### src/rtl/stdp_pkg.sv
// Shared types and defaults for the STDP update scheduler.
// Latency: none (declarations only).
// Backpressure: none.
package stdp_pkg;

    localparam int WEIGHT_W_DEF = 8;
    localparam int W_INIT_DEF   = 128;

    typedef enum logic [2:0] {
        ST_IDLE,
        ST_GRANT,
        ST_READ,
        ST_UPDATE,
        ST_WRITE
    } state_t;

    typedef enum logic [1:0] {
        UPD_NONE,
        UPD_INCR,
        UPD_DECR,
        UPD_SIM
    } upd_kind_t;

    // Id-select rule: pre-only strengthens, post-only weakens, both together leave the weight alone
    function automatic upd_kind_t classify(input logic pre, input logic post);
        upd_kind_t k;
        k = UPD_NONE;
        if (pre && !post)      k = UPD_INCR;
        else if (!pre && post) k = UPD_DECR;
        else if (pre && post)  k = UPD_SIM;
        return k;
    endfunction

endpackage

### src/rtl/stdp_rr_arb.sv
// Round-robin pick of the first pending synapse at or after rr_ptr.
// Latency: combinational.
// Backpressure: none; the caller decides when to consume the grant.
module stdp_rr_arb #(
    parameter int N_SYN  = 4,
    parameter int ADDR_W = 2
) (
    input  logic [N_SYN-1:0]  req,
    input  logic [ADDR_W-1:0] rr_ptr,
    output logic [ADDR_W-1:0] gnt_idx,
    output logic              any_req
);

    // Scan N_SYN slots starting at rr_ptr, wrapping at N_SYN; first hit wins
    always_comb begin
        int idx;
        idx     = 0;
        gnt_idx = '0;
        any_req = 1'b0;
        for (int k = 0; k < N_SYN; k++) begin
            idx = int'(rr_ptr) + k;
            if (idx >= N_SYN) idx = idx - N_SYN;
            if (!any_req && req[idx]) begin
                any_req = 1'b1;
                gnt_idx = ADDR_W'(idx);
            end
        end
    end

endmodule

### src/rtl/stdp_update_sched.sv
// STDP weight-update scheduler: latches spikes, RR-serves synapses, saturating RMW on a weight file.
// Latency: 5 cycles from a visible pend bit to upd_valid; one update per 5 cycles.
// Backpressure: none; events are OR-latched so bursts merge. STDP_SIM_COUNT_EN adds the sim_count output.
module stdp_update_sched
    import stdp_pkg::*;
#(
    parameter int N_SYN    = 4,
    parameter int ADDR_W   = 2,
    parameter int WEIGHT_W = WEIGHT_W_DEF,
    parameter int W_INIT   = W_INIT_DEF,
    parameter int STEP     = 1,
    parameter int W_MAX    = 255,
    parameter int W_MIN    = 0
) (
    input  logic                clk,
    input  logic                rst,
    input  logic                learn_en,
    input  logic [N_SYN-1:0]    pre_spike,
    input  logic                post_spike,
    input  logic [ADDR_W-1:0]   rd_addr,
    output logic [WEIGHT_W-1:0] rd_data,
    output logic                busy,
    output logic                upd_valid,
    output logic [ADDR_W-1:0]   upd_addr,
    output logic [WEIGHT_W-1:0] upd_weight,
    output logic                upd_incr,
    output logic                upd_decr,
`ifdef STDP_SIM_COUNT_EN
    output logic                upd_sim,
    output logic [15:0]         sim_count
`else
    output logic                upd_sim
`endif
);

    // Saturation arithmetic runs one bit wider so incr/decr never wrap before clamping
    localparam logic [WEIGHT_W:0]   STEP_X = (WEIGHT_W+1)'(STEP);
    localparam logic [WEIGHT_W:0]   MAX_X  = (WEIGHT_W+1)'(W_MAX);
    localparam logic [WEIGHT_W:0]   MIN_X  = (WEIGHT_W+1)'(W_MIN);
    localparam logic [WEIGHT_W-1:0] INIT_W = WEIGHT_W'(W_INIT);

    state_t                state_q, state_d;
    logic [N_SYN-1:0]      pend_pre_q, pend_pre_d;
    logic [N_SYN-1:0]      pend_post_q, pend_post_d;
    logic [ADDR_W-1:0]     rr_ptr_q, rr_ptr_d;
    logic [ADDR_W-1:0]     gnt_idx_q, gnt_idx_d;
    logic                  snap_pre_q, snap_pre_d;
    logic                  snap_post_q, snap_post_d;
    logic [WEIGHT_W-1:0]   w_q, w_d;
    logic [WEIGHT_W-1:0]   w_n_q, w_n_d;
    upd_kind_t             kind_q, kind_d;
    logic [WEIGHT_W-1:0]   weight_q [N_SYN];
    logic [WEIGHT_W-1:0]   weight_d [N_SYN];
    logic                  upd_valid_q, upd_valid_d;
    logic [ADDR_W-1:0]     upd_addr_q, upd_addr_d;
    logic [WEIGHT_W-1:0]   upd_weight_q, upd_weight_d;
    logic                  upd_incr_q, upd_incr_d;
    logic                  upd_decr_q, upd_decr_d;
    logic                  upd_sim_q, upd_sim_d;
    logic [WEIGHT_W:0]     inc_x, dec_x;

    logic [ADDR_W-1:0]     arb_idx;
    logic                  arb_any;

    stdp_rr_arb #(
        .N_SYN  (N_SYN),
        .ADDR_W (ADDR_W)
    ) u_arb (
        .req     (pend_pre_q | pend_post_q),
        .rr_ptr  (rr_ptr_q),
        .gnt_idx (arb_idx),
        .any_req (arb_any)
    );

    // Next-state logic: fixed five-state walk once anything is pending
    always_comb begin
        state_d = state_q;
        case (state_q)
            ST_IDLE:   if (arb_any) state_d = ST_GRANT;
            ST_GRANT:  state_d = ST_READ;
            ST_READ:   state_d = ST_UPDATE;
            ST_UPDATE: state_d = ST_WRITE;
            ST_WRITE:  state_d = ST_IDLE;
            default:   state_d = ST_IDLE;
        endcase
    end

    // Pending latch and grant capture; a same-cycle event is OR'd in after the clear so it survives
    always_comb begin
        pend_pre_d  = pend_pre_q;
        pend_post_d = pend_post_q;
        rr_ptr_d    = rr_ptr_q;
        gnt_idx_d   = gnt_idx_q;
        snap_pre_d  = snap_pre_q;
        snap_post_d = snap_post_q;
        if (state_q == ST_GRANT) begin
            gnt_idx_d            = arb_idx;
            snap_pre_d           = pend_pre_q[arb_idx];
            snap_post_d          = pend_post_q[arb_idx];
            pend_pre_d[arb_idx]  = 1'b0;
            pend_post_d[arb_idx] = 1'b0;
            rr_ptr_d             = (int'(arb_idx) == N_SYN - 1) ? '0 : arb_idx + 1'b1;
        end
        if (learn_en) begin
            pend_pre_d  = pend_pre_d | pre_spike;
            pend_post_d = pend_post_d | {N_SYN{post_spike}};
        end
    end

    // Read, classify + saturate, then write back and raise the one-cycle strobe
    always_comb begin
        w_d          = w_q;
        w_n_d        = w_n_q;
        kind_d       = kind_q;
        weight_d     = weight_q;
        upd_valid_d  = 1'b0;
        upd_addr_d   = upd_addr_q;
        upd_weight_d = upd_weight_q;
        upd_incr_d   = 1'b0;
        upd_decr_d   = 1'b0;
        upd_sim_d    = 1'b0;
        inc_x        = {1'b0, w_q} + STEP_X;
        dec_x        = {1'b0, w_q} - STEP_X;
        case (state_q)
            ST_READ: w_d = weight_q[gnt_idx_q];
            ST_UPDATE: begin
                kind_d = classify(snap_pre_q, snap_post_q);
                case (kind_d)
                    UPD_INCR: w_n_d = (inc_x > MAX_X) ? MAX_X[WEIGHT_W-1:0] : inc_x[WEIGHT_W-1:0];
                    UPD_DECR: w_n_d = ({1'b0, w_q} < MIN_X + STEP_X) ? MIN_X[WEIGHT_W-1:0]
                                                                    : dec_x[WEIGHT_W-1:0];
                    default:  w_n_d = w_q;
                endcase
            end
            ST_WRITE: begin
                weight_d[gnt_idx_q] = w_n_q;
                upd_valid_d         = 1'b1;
                upd_addr_d          = gnt_idx_q;
                upd_weight_d        = w_n_q;
                upd_incr_d          = (kind_q == UPD_INCR);
                upd_decr_d          = (kind_q == UPD_DECR);
                upd_sim_d           = (kind_q == UPD_SIM);
            end
            default: ;
        endcase
    end

    // State and datapath registers; reset drops any update in flight without a strobe
    always_ff @(posedge clk) begin
        if (rst) begin
            state_q      <= ST_IDLE;
            pend_pre_q   <= '0;
            pend_post_q  <= '0;
            rr_ptr_q     <= '0;
            gnt_idx_q    <= '0;
            snap_pre_q   <= 1'b0;
            snap_post_q  <= 1'b0;
            w_q          <= '0;
            w_n_q        <= '0;
            kind_q       <= UPD_NONE;
            for (int i = 0; i < N_SYN; i++) weight_q[i] <= INIT_W;
            upd_valid_q  <= 1'b0;
            upd_addr_q   <= '0;
            upd_weight_q <= '0;
            upd_incr_q   <= 1'b0;
            upd_decr_q   <= 1'b0;
            upd_sim_q    <= 1'b0;
        end else begin
            state_q      <= state_d;
            pend_pre_q   <= pend_pre_d;
            pend_post_q  <= pend_post_d;
            rr_ptr_q     <= rr_ptr_d;
            gnt_idx_q    <= gnt_idx_d;
            snap_pre_q   <= snap_pre_d;
            snap_post_q  <= snap_post_d;
            w_q          <= w_d;
            w_n_q        <= w_n_d;
            kind_q       <= kind_d;
            weight_q     <= weight_d;
            upd_valid_q  <= upd_valid_d;
            upd_addr_q   <= upd_addr_d;
            upd_weight_q <= upd_weight_d;
            upd_incr_q   <= upd_incr_d;
            upd_decr_q   <= upd_decr_d;
            upd_sim_q    <= upd_sim_d;
        end
    end

`ifdef STDP_SIM_COUNT_EN
    logic [15:0] sim_count_q, sim_count_d;

    // Count committed sim updates, sticking at all-ones; moves together with the upd_sim strobe
    always_comb begin
        sim_count_d = sim_count_q;
        if (state_q == ST_WRITE && kind_q == UPD_SIM && sim_count_q != 16'hFFFF)
            sim_count_d = sim_count_q + 16'd1;
    end

    // Sim counter register
    always_ff @(posedge clk) begin
        if (rst) sim_count_q <= '0;
        else     sim_count_q <= sim_count_d;
    end

    assign sim_count = sim_count_q;
`endif

    assign rd_data    = weight_q[rd_addr];
    assign busy       = (state_q != ST_IDLE);
    assign upd_valid  = upd_valid_q;
    assign upd_addr   = upd_addr_q;
    assign upd_weight = upd_weight_q;
    assign upd_incr   = upd_incr_q;
    assign upd_decr   = upd_decr_q;
    assign upd_sim    = upd_sim_q;

endmodule

### config.mk
export PLATFORM = sky130hd
export DESIGN_NAME = stdp_update_sched
export DESIGN_NICKNAME = d
export VERILOG_FILES = /design/src/rtl/stdp_pkg.sv /design/src/rtl/stdp_rr_arb.sv /design/src/rtl/stdp_update_sched.sv
export SDC_FILE = /design/constraint.sdc
export NUM_CORES = 1
export LEC_CHECK = 0
export BUFFER_PORTS_ARGS = -buffer_cell sky130_fd_sc_hd__buf_4
export CAP_MARGIN = 20
export CORE_AREA = 2 2 86 88
export CTS_BUF_LIST = sky130_fd_sc_hd__clkbuf_16
export DETAILED_ROUTE_END_ITERATION = 6
export DIE_AREA = 0 0 88 90
export GPL_ROUTABILITY_DRIVEN = 1
export PLACE_DENSITY = 0.78
export SYNTH_ARGS = -nofsm -noshare
export SYNTH_HDL_FRONTEND = slang
export SYNTH_SLANG_ARGS = --single-unit
export TNS_END_PERCENT = 20
### constraint.sdc
create_clock -name clk -period 2.88 [get_ports clk]
set_input_delay 0.288 -clock clk [delete_from_list [all_inputs] [get_ports clk]]
set_output_delay 0.288 -clock clk [all_outputs]
set_load 0.005 [all_outputs]
; Yosys cells after proc, flatten, opt, wreduce, memory -nomap -nowiden
; Index checks and enable logic that the tools add are counted.
[totals]
reg_bits = 81
[classes]
n_reduce_logical = 16
n_addsub = 10
eq_ne = 11
magnitude_cmp = 15
bitwise = 9
n_mux = 54
[op_table]
columns = operator, n
row1 = $lt 32x4->1 const B, 4
row2 = $mux 32, 4
row3 = $ge 32x4->1 const B, 3
row4 = $sub 32x4->32 const B, 3
row5 = $mux 8, 7
row6 = $bmux 8 s2, 2
row7 = $bwmux 32, 1
row8 = $mux 2, 9
row9 = $demux 8 s2, 1
row10 = $mux 1, 16
row11 = $mux 4, 4
row12 = $pmux 8 s2, 1
row13 = $bmux 1 s2, 6
row14 = $or 4x4->4, 3
row15 = $pmux 3 s4, 1
row16 = $add 8x1->9 const B, 1
row17 = $gt 9x8->1 const B, 1
row18 = $and 4x4->4, 2
row19 = $logic_and 1x1->1, 8
row20 = $lt 8x1->1 const B, 1
row21 = $sub 8x1->8 const B, 1
row22 = $add 2x2->3 const B, 2
row23 = $eq 2x1->1 const B, 3
row24 = $eq 2x2->1 const B, 3
row25 = 21 further kinds, 28

; Logic depth before layout (Yosys ltp)
[logic_depth]
ltp_word = 24
ltp_mapped = 9
ltp_nobuf = 8

; Hierarchy
; Synthesis repeated with hierarchy kept, for this count alone.
[unflattened]
cells_unflattened = 445
area_unflattened_um2 = 3941.3
[by_module_without_submodules]
columns = mod, cells_per_inst, area_per_inst_um2, n_inst
row1 = stdp_update_sched, 430, 3863.7, 1
row2 = stdp_rr_arb, 15, 77.6, 1

; Least setup slack after synthesis
; OpenSTA, ideal clock, no wires.
[synth_timing]
path_type = reg-to-reg
from = register w_q[0]
to = register w_n_q[3]
t_arrival_ps = 1682
required_ps = 2762
setup_slack_ps = 1080
path_stages_with_launch = 8
cell_sequence = dfxtp_1 inv_1 ha_1 or3b_2 o31ai_4 o32ai_1 o221ai_1 nand2_1
[synth_via]
elab_chain_len = 4
elab_cells_between_ends = 7
classes_between = add/sub (2) / order compare (2) / mux (3)
[synth_rtl]
columns = item, line_no
row1 = from (decl), stdp_update_sched.sv:49  ; logic [WEIGHT_W-1:0] w_q, w_d;
row2 = from (signal assigned), stdp_update_sched.sv:176  ; w_q <= w_d;
row3 = $add 8x1->9, stdp_update_sched.sv:122  ; inc_x = {1'b0, w_q} + STEP_X;
row4 = $gt 9x8->1, stdp_update_sched.sv:129  ; UPD_INCR: w_n_d = (inc_x > MAX_X) ? MAX_X[WEIGHT_W-1:0] : inc_x[WEIGHT_W-1:0];
row5 = $mux 8, stdp_update_sched.sv:129
row6 = $pmux 8 s2 (*), stdp_update_sched.sv:128  ; case (kind_d)
row7 = to (signal assigned), stdp_update_sched.sv:177  ; w_n_q <= w_n_d;
row8 = to (decl), stdp_update_sched.sv:50  ; logic [WEIGHT_W-1:0] w_n_q, w_n_d;
; Mark *: on every way between the ends. The rest lies on a longest branch, timed or not.
; A chain may end at the register's enable or synchronous reset.

; Worst setup path after layout
[layout_timing]
from = register state_q[2]
to = register weight_q[31] (netlist name)
[layout_via]
elab_chain_len = 1
[layout_rtl]
columns = item, line_no
row1 = from (decl), stdp_update_sched.sv:42  ; state_t state_q, state_d;
row2 = from (signal assigned), stdp_update_sched.sv:169  ; state_q <= state_d;
row3 = $eq 3x3->1, stdp_update_sched.sv:124  ; case (state_q)
row4 = to (signal assigned), stdp_update_sched.sv:179  ; weight_q <= weight_d;
row5 = to (decl), stdp_update_sched.sv:52  ; logic [WEIGHT_W-1:0] weight_q [N_SYN];
; Every way passes these cells.

==> Flow_metrics.wiki <==
{| class="wikitable"
! Metric !! Value
|-
| Post-synthesis sequential area ratio || 40.1%
|-
| Cell area power density || 584 nW/um^2
|-
| Max rail drop VDD || 0.000326 V
|-
| Io pins || 33
|-
| Minimum clock period || 2.16 ns
|-
| Max Cap Viol || 0
|-
| Total overflow reported by the global router || 0
|-
| Routed Antenna Nets || 0
|-
| Crit path required time || 3.09 ns
|-
| Max FO, Critical Path || 14
|-
| Vias in the first global route || 3114
|-
| Worst-skew pair later-pin latency || 0.33 ns
|-
| Type of the setup path with the least slack || register to register
|-
| Sinks on the clock net || 81
|-
| Nets in the synthesized netlist || 477
|-
| Proportion of layout cells with a drive suffix above 1 || 16.9%
|-
| Cells along the critical path || or3b_1 > nor3_4 > nor2b_1 > a211o_1
|-
| Most common flop cell mapped by yosys || dfxtp_1
|-
| # setup viols final || 0
|-
| Final HPWL DP || 6.44 mm
|-
| Detailed Route Iter0 Violations || 214
|-
| Global Route Usage Sum || 24.9%
|-
| Area grow syn2layout || 13.3%
|-
| Post-synthesis async set-or-reset flop share || 0%
|-
| Setup skew after layout || 0.00591 ns
|-
| H-tree depth || 3
|-
| CTS Hold Bufs || 0
|-
| Slowest stage cell on the critical path || or3b_1
|-
| Worst path max stage delay || 0.68 ns
|-
| Headroom to the max-slew limit || 41.7%
|-
| Clk slew on worst S/H paths || 0.06 ns
|-
| Synthesized cell area || 4040 sq um
|-
| Number of remaining DRC errors || 0
|-
| Average instance area after synthesis || 8.84 sq um
|-
| RSZ-0062 raised after global routing || false
|-
| Initial Utilization || 57.5%
|-
| Post-synth EDFFs || 0
|-
| Die boundary height || 90 microns
|-
| Leading cell type in the layout, fill and taps excluded || dfxtp_1
|-
| Number of instances resized during post-cts repair || 0
|-
| Data arrival time of the worst path || 2.38 ns
|-
| ANT cells || 0
|-
| Number of antenna violations at the first check in global routing || 0
|-
| Clock tree from TritonCTS || built
|-
| Floorplan die area || 7920 sq um
|-
| Post-synthesis cell count || 457
|-
| Actual slew at the worst max-slew pin || 0.873 ns
|-
| Row count || 31
|-
| Average wire length per cell after detail routing || 16.6 microns
|-
| First-pass GRT wire length || 15.5 mm
|-
| Critical Path Start Type || register
|-
| Number of input and output port buffers inserted || 32
|-
| Hold violation count in the final report || 0
|-
| Flip-flop and latch count after synthesis || 81
|-
| Top library cells by usage in the layout, fill and taps aside || dfxtp_1 (81), nand2_1 (73), a21oi_1 (47), nor2_1 (45), buf_4 (36)
|-
| Critical path endpoint category || register
|-
| Routed WL || 9.55 mm
|-
| Placer Congestion || 0.915
|-
| Per-cell via count in the routed design || 5.98
|-
| Non-filler instance count after layout || 577
|-
| CTS Root Cell || clkbuf_16
|-
| Post-route clock period utilization || 75.1%
|-
| 1st-pass router iterations || 5
|-
| Placeable core region || 7020 sq um
|-
| Nets || 493
|-
| Class of the most critical hold timing path || primary input to register
|-
| Number of slew-limit violations in the final report || 0
|-
| Die X-Extent || 88 microns
|-
| Maximum buffer depth of the clock tree || 2
|-
| Count of vias placed by the detailed router || 3453
|-
| Result of the run || finished, final reports clean
|-
| Number of setup buffers added after CTS || 0
|-
| Maximum operating frequency || 462 MHz
|-
| TritonCTS buffer count || 9
|-
| Distinct cells, synth || 64
|-
| Number of synthesis warnings || 0
|-
| Leak Pwr || 0.00167 uW
|-
| Final TNS setup || 0 ns
|-
| # placed instances || 561
|-
| Pin count of the biggest net entering global routing || 78
|}
-- state kept, by name, summed over array words and instances (netlist names) --
name,flops
upd_decr,1
snap_pre_q,1
snap_post_q,1
rr_ptr_q,2
upd_sim,1
kind_q,2
upd_addr,2
gnt_idx_q,2
w_q,8
pend_post_q,4
upd_incr,1
upd_valid,1
weight_q,32
state_q,3
upd_weight,8
w_n_q,8
pend_pre_q,4
-- logic make-up after synthesis --
family	after synthesis	share of synthesized area [%]
buf+inv	43	4.68
fa+ha+maj	10	3.10
mux	34	13.4
simple gates	177	20.8
compound gates	110	17.5
xor+xnor	2	0.434
flops	81	40.1
-- path summary, 6_finish.rpt --
kind	depth (start not counted)	end	slack [ns]	start
hold reg to reg	1	upd_incr	0.46	kind_q[1]
setup / recovery	4	weight_q[31]	0.72	state_q[2]
setup reg to reg	4	weight_q[31]	0.72	state_q[2]
hold / removal	3	pend_pre_q[3]	0.22	pre_spike[3]
-- power breakdown --
group	switching, uW	leakage [uW]	total [uW]	internal [uW]
Combinational	210	0.000875	346	135
Sequential	72.4	0.000656	1230	1160
Clock	439	0.000140	1100	661
-- per-stage QoR --
stage	total power [uW]	area (sq um)	setup slack [ns]	hold slack (ns)	util, %
finish	2670	4580	0.716	0.215	65.2
global route	2780	4580	0.617	0.219	65.2
CTS	2680	4580	0.700	0.210	65.2
global placement	1580	4290	0.823	0.441	61.1
detailed placement	1590	4290	0.736	0.441	61.1
floorplan	1510	4040	1.08	0.411	-
-- area by class of cell --
class	instances	area [sq um]
Sequential cell	81	1620
Inverter	12	45.0
Tap cell	99	124
Multi-Input combinational cell	333	2230
Timing Repair Buffer	36	270
Clock inverter	7	62.6
Fill cell	578	2440
Clock buffer	9	225
-- Yosys cell counts, types with 2 or more instances --
| library cell | count | area, sq um |
|---|---|---|
| dfxtp_1 | 81 | 1620 |
| nand2_1 | 73 | 274 |
| a21oi_1 | 47 | 235 |
| nor2_1 | 45 | 169 |
| clkbuf_1 | 18 | 67.6 |
| mux2i_1 | 17 | 170 |
| mux4_2 | 16 | 360 |
| o21ai_0 | 16 | 80.1 |
| inv_1 | 11 | 41.3 |
| nor3_1 | 11 | 55.1 |
| ha_1 | 10 | 125 |
| nand3_1 | 9 | 45.0 |
| a211oi_1 | 8 | 60.1 |
| buf_2 | 7 | 35.0 |
| or3_1 | 7 | 43.8 |
| a211o_1 | 6 | 52.6 |
| a31oi_1 | 5 | 31.3 |
| a22oi_1 | 4 | 30.0 |
| a311oi_1 | 3 | 26.3 |
| and3_1 | 3 | 18.8 |
| buf_4 | 3 | 22.5 |
| nand4_1 | 3 | 18.8 |
| nor2b_1 | 3 | 18.8 |
| o31ai_1 | 3 | 22.5 |
| a2111oi_0 | 2 | 17.5 |
| buf_1 | 2 | 7.51 |
| nor2_2 | 2 | 12.5 |
| nor3b_1 | 2 | 15.0 |
| nor4_1 | 2 | 12.5 |
| o221ai_1 | 2 | 17.5 |
| or2_2 | 2 | 12.5 |
| xnor2_1 | 2 | 17.5 |
-- worst max-delay path, delay by kind of cell, from the launching register on --
| family | cells | cell delay [ns] |
|---|---|---|
| and+or+nand+nor | 3 | 1.28 |
| DFF | 1 | 0.48 |
| AOI/OAI and AO/OA | 1 | 0.29 |
-- layer usage --
metal  GRT usage, %  routed length (microns)  vias up  part of all wire [%]
li1               -                        -     1679                     -
met3           4.41                      462       17                   4.8
met4           10.0                      180        0                   1.9
met5              0                        0        -                     0
met2           37.2                     4530      108                    47
met1           35.7                     4390     1649                    46
No activity file was read; power rests on OpenSTA's default activity.
